===== config.mk =====
export PLATFORM = sky130hd
export DESIGN_NAME = serial_adder_ctrl
export DESIGN_NICKNAME = d
export VERILOG_FILES = /design/src/rtl/serial_adder_ctrl_pkg.sv /design/src/rtl/serial_adder_ctrl_fulladder.sv /design/src/rtl/serial_adder_ctrl.sv
export SDC_FILE = /design/constraint.sdc
export NUM_CORES = 1
export LEC_CHECK = 0
export ABC_AREA = 1
export CAP_MARGIN = 20
export CORE_MARGIN = 4
export CORE_UTILIZATION = 55
export CTS_CLUSTER_DIAMETER = 200
export DETAILED_ROUTE_END_ITERATION = 10
export PLACE_DENSITY_LB_ADDON = 0.08
export SLEW_MARGIN = 20
export SYNTH_ARGS = -nofsm -noshare
export SYNTH_HDL_FRONTEND = slang
export SYNTH_SLANG_ARGS = --single-unit

===== constraint.sdc =====
create_clock -name clk -period 2.4 [get_ports clk]
set_clock_uncertainty 0.2 [all_clocks]
set_input_delay 0.24 -clock clk [delete_from_list [all_inputs] [get_ports clk]]
set_output_delay 0.24 -clock clk [all_outputs]
set_load 0.1 [all_outputs]

===== src/rtl/serial_adder_ctrl_pkg.sv =====
// ----------------------------------------------------------------------------
// serial_adder_ctrl_pkg
//   Shared definitions for the bit-serial add/subtract unit: the controller
//   state encoding, the operation codes and a small helper for the signed
//   overflow flag.
// ----------------------------------------------------------------------------
package serial_adder_ctrl_pkg;

    // Controller states. The encoding matches the ALU-wide definitions.
    typedef enum logic [1:0] {
        ST_IDLE = 2'd0,
        ST_RUN  = 2'd1,
        ST_DONE = 2'd2
    } state_t;

    // Operation select values on the op input.
    localparam logic OP_ADD = 1'b0;
    localparam logic OP_SUB = 1'b1;

    // Two's-complement overflow: carry into the MSB differs from carry out.
    function automatic logic signed_ovf(input logic i_c_msb_in, input logic i_c_out);
        return i_c_msb_in ^ i_c_out;
    endfunction

endpackage


===== src/rtl/serial_adder_ctrl_fulladder.sv =====
// ----------------------------------------------------------------------------
// fullAdder
//   Gate-level one-bit full adder; the single arithmetic cell that the
//   serial controller reuses once per bit.
// Ports
//   i_a, i_b  : operand bits
//   i_cin     : carry in
//   o_sum     : sum bit
//   o_cout    : carry out
// ----------------------------------------------------------------------------
module fullAdder (
    input  logic i_a,
    input  logic i_b,
    input  logic i_cin,
    output logic o_sum,
    output logic o_cout
);

    logic w_axb;

    assign w_axb  = i_a ^ i_b;
    assign o_sum  = w_axb ^ i_cin;
    assign o_cout = (i_a & i_b) | (w_axb & i_cin);

endmodule


===== src/rtl/serial_adder_ctrl.sv =====
// ----------------------------------------------------------------------------
// serial_adder_ctrl
//   Bit-serial add/subtract unit. One full-adder cell is shared across WIDTH
//   clock cycles, LSB first, under a start/busy/done handshake. Returns
//   {carry, sum} and a signed-overflow flag.
// Parameters
//   WIDTH     : operand width, 2..16
// Ports
//   clk       : clock, all state changes on the rising edge
//   rst       : asynchronous active-high reset
//   start     : request, only sampled while idle
//   op        : 0 = a+b, 1 = a-b, sampled with start
//   a, b      : operands, sampled with start
//   busy      : high while running and during the done cycle
//   done      : one-cycle pulse, s/overflow valid from this cycle on
//   s         : registered {carry_out, sum}, holds until the next done
//   overflow  : signed overflow of the last operation, holds with s
// ----------------------------------------------------------------------------
module serial_adder_ctrl
    import serial_adder_ctrl_pkg::*;
#(
    parameter int WIDTH = 6
) (
    input  logic             clk,
    input  logic             rst,
    input  logic             start,
    input  logic             op,
    input  logic [WIDTH-1:0] a,
    input  logic [WIDTH-1:0] b,
    output logic             busy,
    output logic             done,
    output logic [WIDTH:0]   s,
    output logic             overflow
);

    localparam int CNT_W = (WIDTH > 1) ? $clog2(WIDTH) : 1;
    localparam logic [CNT_W-1:0] CNT_LAST = CNT_W'(WIDTH - 1);

    state_t             r_state;
    state_t             w_state_next;
    logic [WIDTH-1:0]   r_op_a;
    logic [WIDTH-1:0]   r_op_b;
    logic [WIDTH-1:0]   r_acc;
    logic               r_carry;
    logic [CNT_W-1:0]   r_cnt;
    logic [WIDTH:0]     r_s;
    logic               r_overflow;

    logic               w_sum;
    logic               w_cout;
    logic               w_accept;
    logic               w_last;

    // Single shared bit slice: always works on the current LSBs.
    fullAdder u_fa (
        .i_a    (r_op_a[0]),
        .i_b    (r_op_b[0]),
        .i_cin  (r_carry),
        .o_sum  (w_sum),
        .o_cout (w_cout)
    );

    // Accept and last-bit qualifiers shared by FSM and datapath.
    always_comb begin
        w_accept = 1'b0;
        w_last   = 1'b0;
        if (r_state == ST_IDLE) begin
            w_accept = start;
        end else begin
            w_accept = 1'b0;
        end
        if ((r_state == ST_RUN) && (r_cnt == CNT_LAST)) begin
            w_last = 1'b1;
        end else begin
            w_last = 1'b0;
        end
    end

    // Controller next-state logic.
    always_comb begin
        w_state_next = r_state;
        case (r_state)
            ST_IDLE: begin
                if (w_accept) begin
                    w_state_next = ST_RUN;
                end else begin
                    w_state_next = ST_IDLE;
                end
            end
            ST_RUN: begin
                if (w_last) begin
                    w_state_next = ST_DONE;
                end else begin
                    w_state_next = ST_RUN;
                end
            end
            ST_DONE: begin
                w_state_next = ST_IDLE;
            end
            default: begin
                w_state_next = ST_IDLE;
            end
        endcase
    end

    // Controller state register.
    always_ff @(posedge clk or posedge rst) begin
        if (rst) begin
            r_state <= ST_IDLE;
        end else begin
            r_state <= w_state_next;
        end
    end

    // Operand/result shift registers, carry flop, bit counter and result latch.
    always_ff @(posedge clk or posedge rst) begin
        if (rst) begin
            r_op_a     <= '0;
            r_op_b     <= '0;
            r_acc      <= '0;
            r_carry    <= 1'b0;
            r_cnt      <= '0;
            r_s        <= '0;
            r_overflow <= 1'b0;
        end else if (w_accept) begin
            // Subtraction is a + ~b + 1: invert b here and seed the carry with 1.
            r_op_a  <= a;
            r_op_b  <= (op == OP_SUB) ? ~b : b;
            r_carry <= (op == OP_ADD) ? 1'b0 : 1'b1;
            r_cnt   <= '0;
        end else if (r_state == ST_RUN) begin
            r_acc   <= {w_sum, r_acc[WIDTH-1:1]};
            r_op_a  <= {1'b0, r_op_a[WIDTH-1:1]};
            r_op_b  <= {1'b0, r_op_b[WIDTH-1:1]};
            r_carry <= w_cout;
            r_cnt   <= r_cnt + CNT_W'(1);
            if (w_last) begin
                // r_carry here is the carry into the MSB; the result is
                // published in one step so partial shifts never reach s.
                r_s        <= {w_cout, w_sum, r_acc[WIDTH-1:1]};
                r_overflow <= signed_ovf(r_carry, w_cout);
            end else begin
                r_s        <= r_s;
                r_overflow <= r_overflow;
            end
        end else begin
            r_op_a <= r_op_a;
            r_op_b <= r_op_b;
        end
    end

    assign busy     = (r_state != ST_IDLE);
    assign done     = (r_state == ST_DONE);
    assign s        = r_s;
    assign overflow = r_overflow;

endmodule

==> metrics.yaml <==
outcome:
  status: "finished clean"
synthesis:
  synth_top_area_frac: 0.535
  synth_area_per_cell_um2: 8.42
  yosysTopAreaCell: "dfrtp_1"
  synth_cell_types: 18
  syn-num-nets: 191
  synth_area_mm2: 0.00145
  ys_warn_count: 0
  synth_seq_cells: 31
  syn_inst: 172
  synth-seq-area-share: 0.535
  synth_area_leaders: "dfrtp_1, nand2_1, inv_1"
drt:
  ant_nets: 0
  vias_per_cell: 5.12
  drtIter0Drc: 32
  drt-total-wl_mm: 2.67
  dr_total_vias: 1172
  remaining_drc_errors: 0
  wl_per_cell_um: 11.7
  dr.pass1.iters: 5
cells_and_area:
  final_cells: 229
  synthToLayoutAreaGrowth_pct: 19.2
  final_core_util: 0.691
  num_antenna_cells: 0
  nets: 219
  fill_cells: 218
  drive_gt1_frac: 0.136
  fin_area_mm2: 0.00173
sta:
  worst_slew_pin_slew_ns: 0.609
  setup_viol: 0
  setup-tns-final_ns: 0
  maxSlewViolCount: 0
  rsz0062_at_grt: "false"
  hold_viol_final: 0
  period_needed_ns: 1.76
  post-route-period-util: 0.733
  max_freq_ghz: 0.568
  max_slew_margin: 0.594
place:
  place_area_mm2: 0.00169
  gp_congestion: 0.780
  place_inst: 223
  io_buffers: 25
  dp.final_hpwl_mm: 2.01
global_routing:
  grt_pass1_vias: 1234
  grtUsageTotal: 0.190
  grt_max_degree: 32
  antenna_found_initial: 0
  grt_pass1_wl_mm: 5.01
  overflow: 0
die:
  die_x_um: 59.3
  fp-row-count: 18
  die-area_mm2: 0.00352
  io_pins: 26
  die_h_um: 59.3
  start_util: 0.580
  core_mm2: 0.00250
worst_setup_path:
  criticalPathCategory: "reg2out"
  r2r_slack_ns: 0.75
  critPathArrivalTime_ns: 1.32
  cp-end-kind: "output pin"
  cp.required_ns: 1.96
  worstSetupStartpointType: "flip-flop"
  cp_max_fo: 6
  crit_slowest_cell: "dfrtp_1"
  max_stage_delay_ns: 0.47
  crit_chain: "inv_2 > nand2_1 > buf_4"
clock_tree:
  clock_latency_ns: 0.31
  htreeDepth: 2
  cts-resized-gates: 0
  clockBufferDepth: 2
  cts_made_buffers: 5
  cts_tree: "yes"
  clock-sinks: 31
  cts_setup_buffers: 0
  cts.clk_slew.worst_paths_ns: 0.09
  root_buffer: "clkbuf_4"
  ctsHoldBuffers: 0
power_and_ir_drop:
  p_leak_uw: 0.000912
  p_per_area_mw_per_mm2: 1410
  peakVddDrop_mv: 1.20
  p_total_uw: 2430
job:
  max_cap_violations: 0
min_path:
  worstHoldPathType: "in2async"
==> layout make-up <==
type | count | area, µm² | share of cell area
Sequential cell | 31 | 776 | 0.449
Tap cell | 30 | 37.5 | 0.0217
Timing Repair Buffer | 26 | 233 | 0.135
Clock buffer | 6 | 41.3 | 0.0239
Inverter | 19 | 71.3 | 0.0413
Multi-Input combinational cell | 117 | 568 | 0.329
==> placed cells by master, fill, tap and decap left out, drive strengths merged <==
master	netlist	routed
nand3	12	12
o21ai	17	17
buf	5	11
ha	2	2
nand2	79	79
inv	19	19
clkdlybuf4s50	0	15
nor2	3	3
clkbuf	0	6
fa	1	1
xnor2	3	3
dfrtp	31	31
==> critical path: cells and delay by family, from the launching register on <==
family                 cells  cell delay [ns]
flip-flops                 1             0.47
AND/OR/NAND/NOR            1             0.12
buffers and inverters      2             0.41
==> cells in the mapped netlist <==
| master | instances |
|---|---|
| buf_2 | 3 |
| buf_4 | 1 |
| buf_6 | 1 |
| dfrtp_1 | 31 |
| fa_1 | 1 |
| ha_1 | 2 |
| inv_1 | 17 |
| inv_2 | 2 |
| nand2_1 | 78 |
| nand2_2 | 1 |
| nand3_1 | 12 |
| nor2_1 | 1 |
| nor2_2 | 1 |
| nor2_8 | 1 |
| o21ai_0 | 10 |
| o21ai_1 | 1 |
| o21ai_2 | 6 |
| xnor2_1 | 3 |
==> worst paths after layout <==
kind                       startpoint   endpoint  cells after the start
max in group asynchronous         rst  r_op_a[2]                      3
hold reg to reg              r_acc[1]       s[0]                      2
hold / removal                    rst  r_op_b[3]                      3
min in group clk                 a[5]  r_op_a[5]                      3
setup / recovery           r_state[1]       busy                      3
setup reg to reg           r_state[0]  r_op_b[0]                      6
==> through the flow <==
stage / worst slack [ns] / hold slack [ns]
3_5_place_dp: 0.598 / 0.268
6_report: 0.640 / 0.0973
2_1_floorplan: 0.176 / 0.144
5_1_grt: 0.551 / 0.154
4_1_cts: 0.622 / 0.0988
3_3_place_gp: 0.670 / 0.256
==> routing by layer <==
layer,GRT usage,share of wire
met5,0,0
met2,0.303,0.49
met4,0.0874,0.020
met1,0.238,0.44
met3,0.0523,0.049
==> report_power, final <==
group	switching, µW	internal, µW
logic	947	340
clock network	150	104
registers	144	745
total	1240	1190
==> sequential cells by signal (all words and copies together), names as in the netlist <==
name	cells
r_acc	5
r_state	2
r_carry	1
r_op_a	6
r_op_b	6
overflow	1
s	7
r_cnt	3
==> cells by family (layout without fill, tap and decap cells) <==
logic type,after synthesis,in the layout,share of synthesized area
simple gates,94,94,0.269
flops,31,31,0.535
fa+ha+maj,3,3,0.0311
buf+inv,24,51,0.0725
xor+xnor,3,3,0.0181
compound gates,17,17,0.0743
Note: power is estimated with default switching activity, not from simulation.
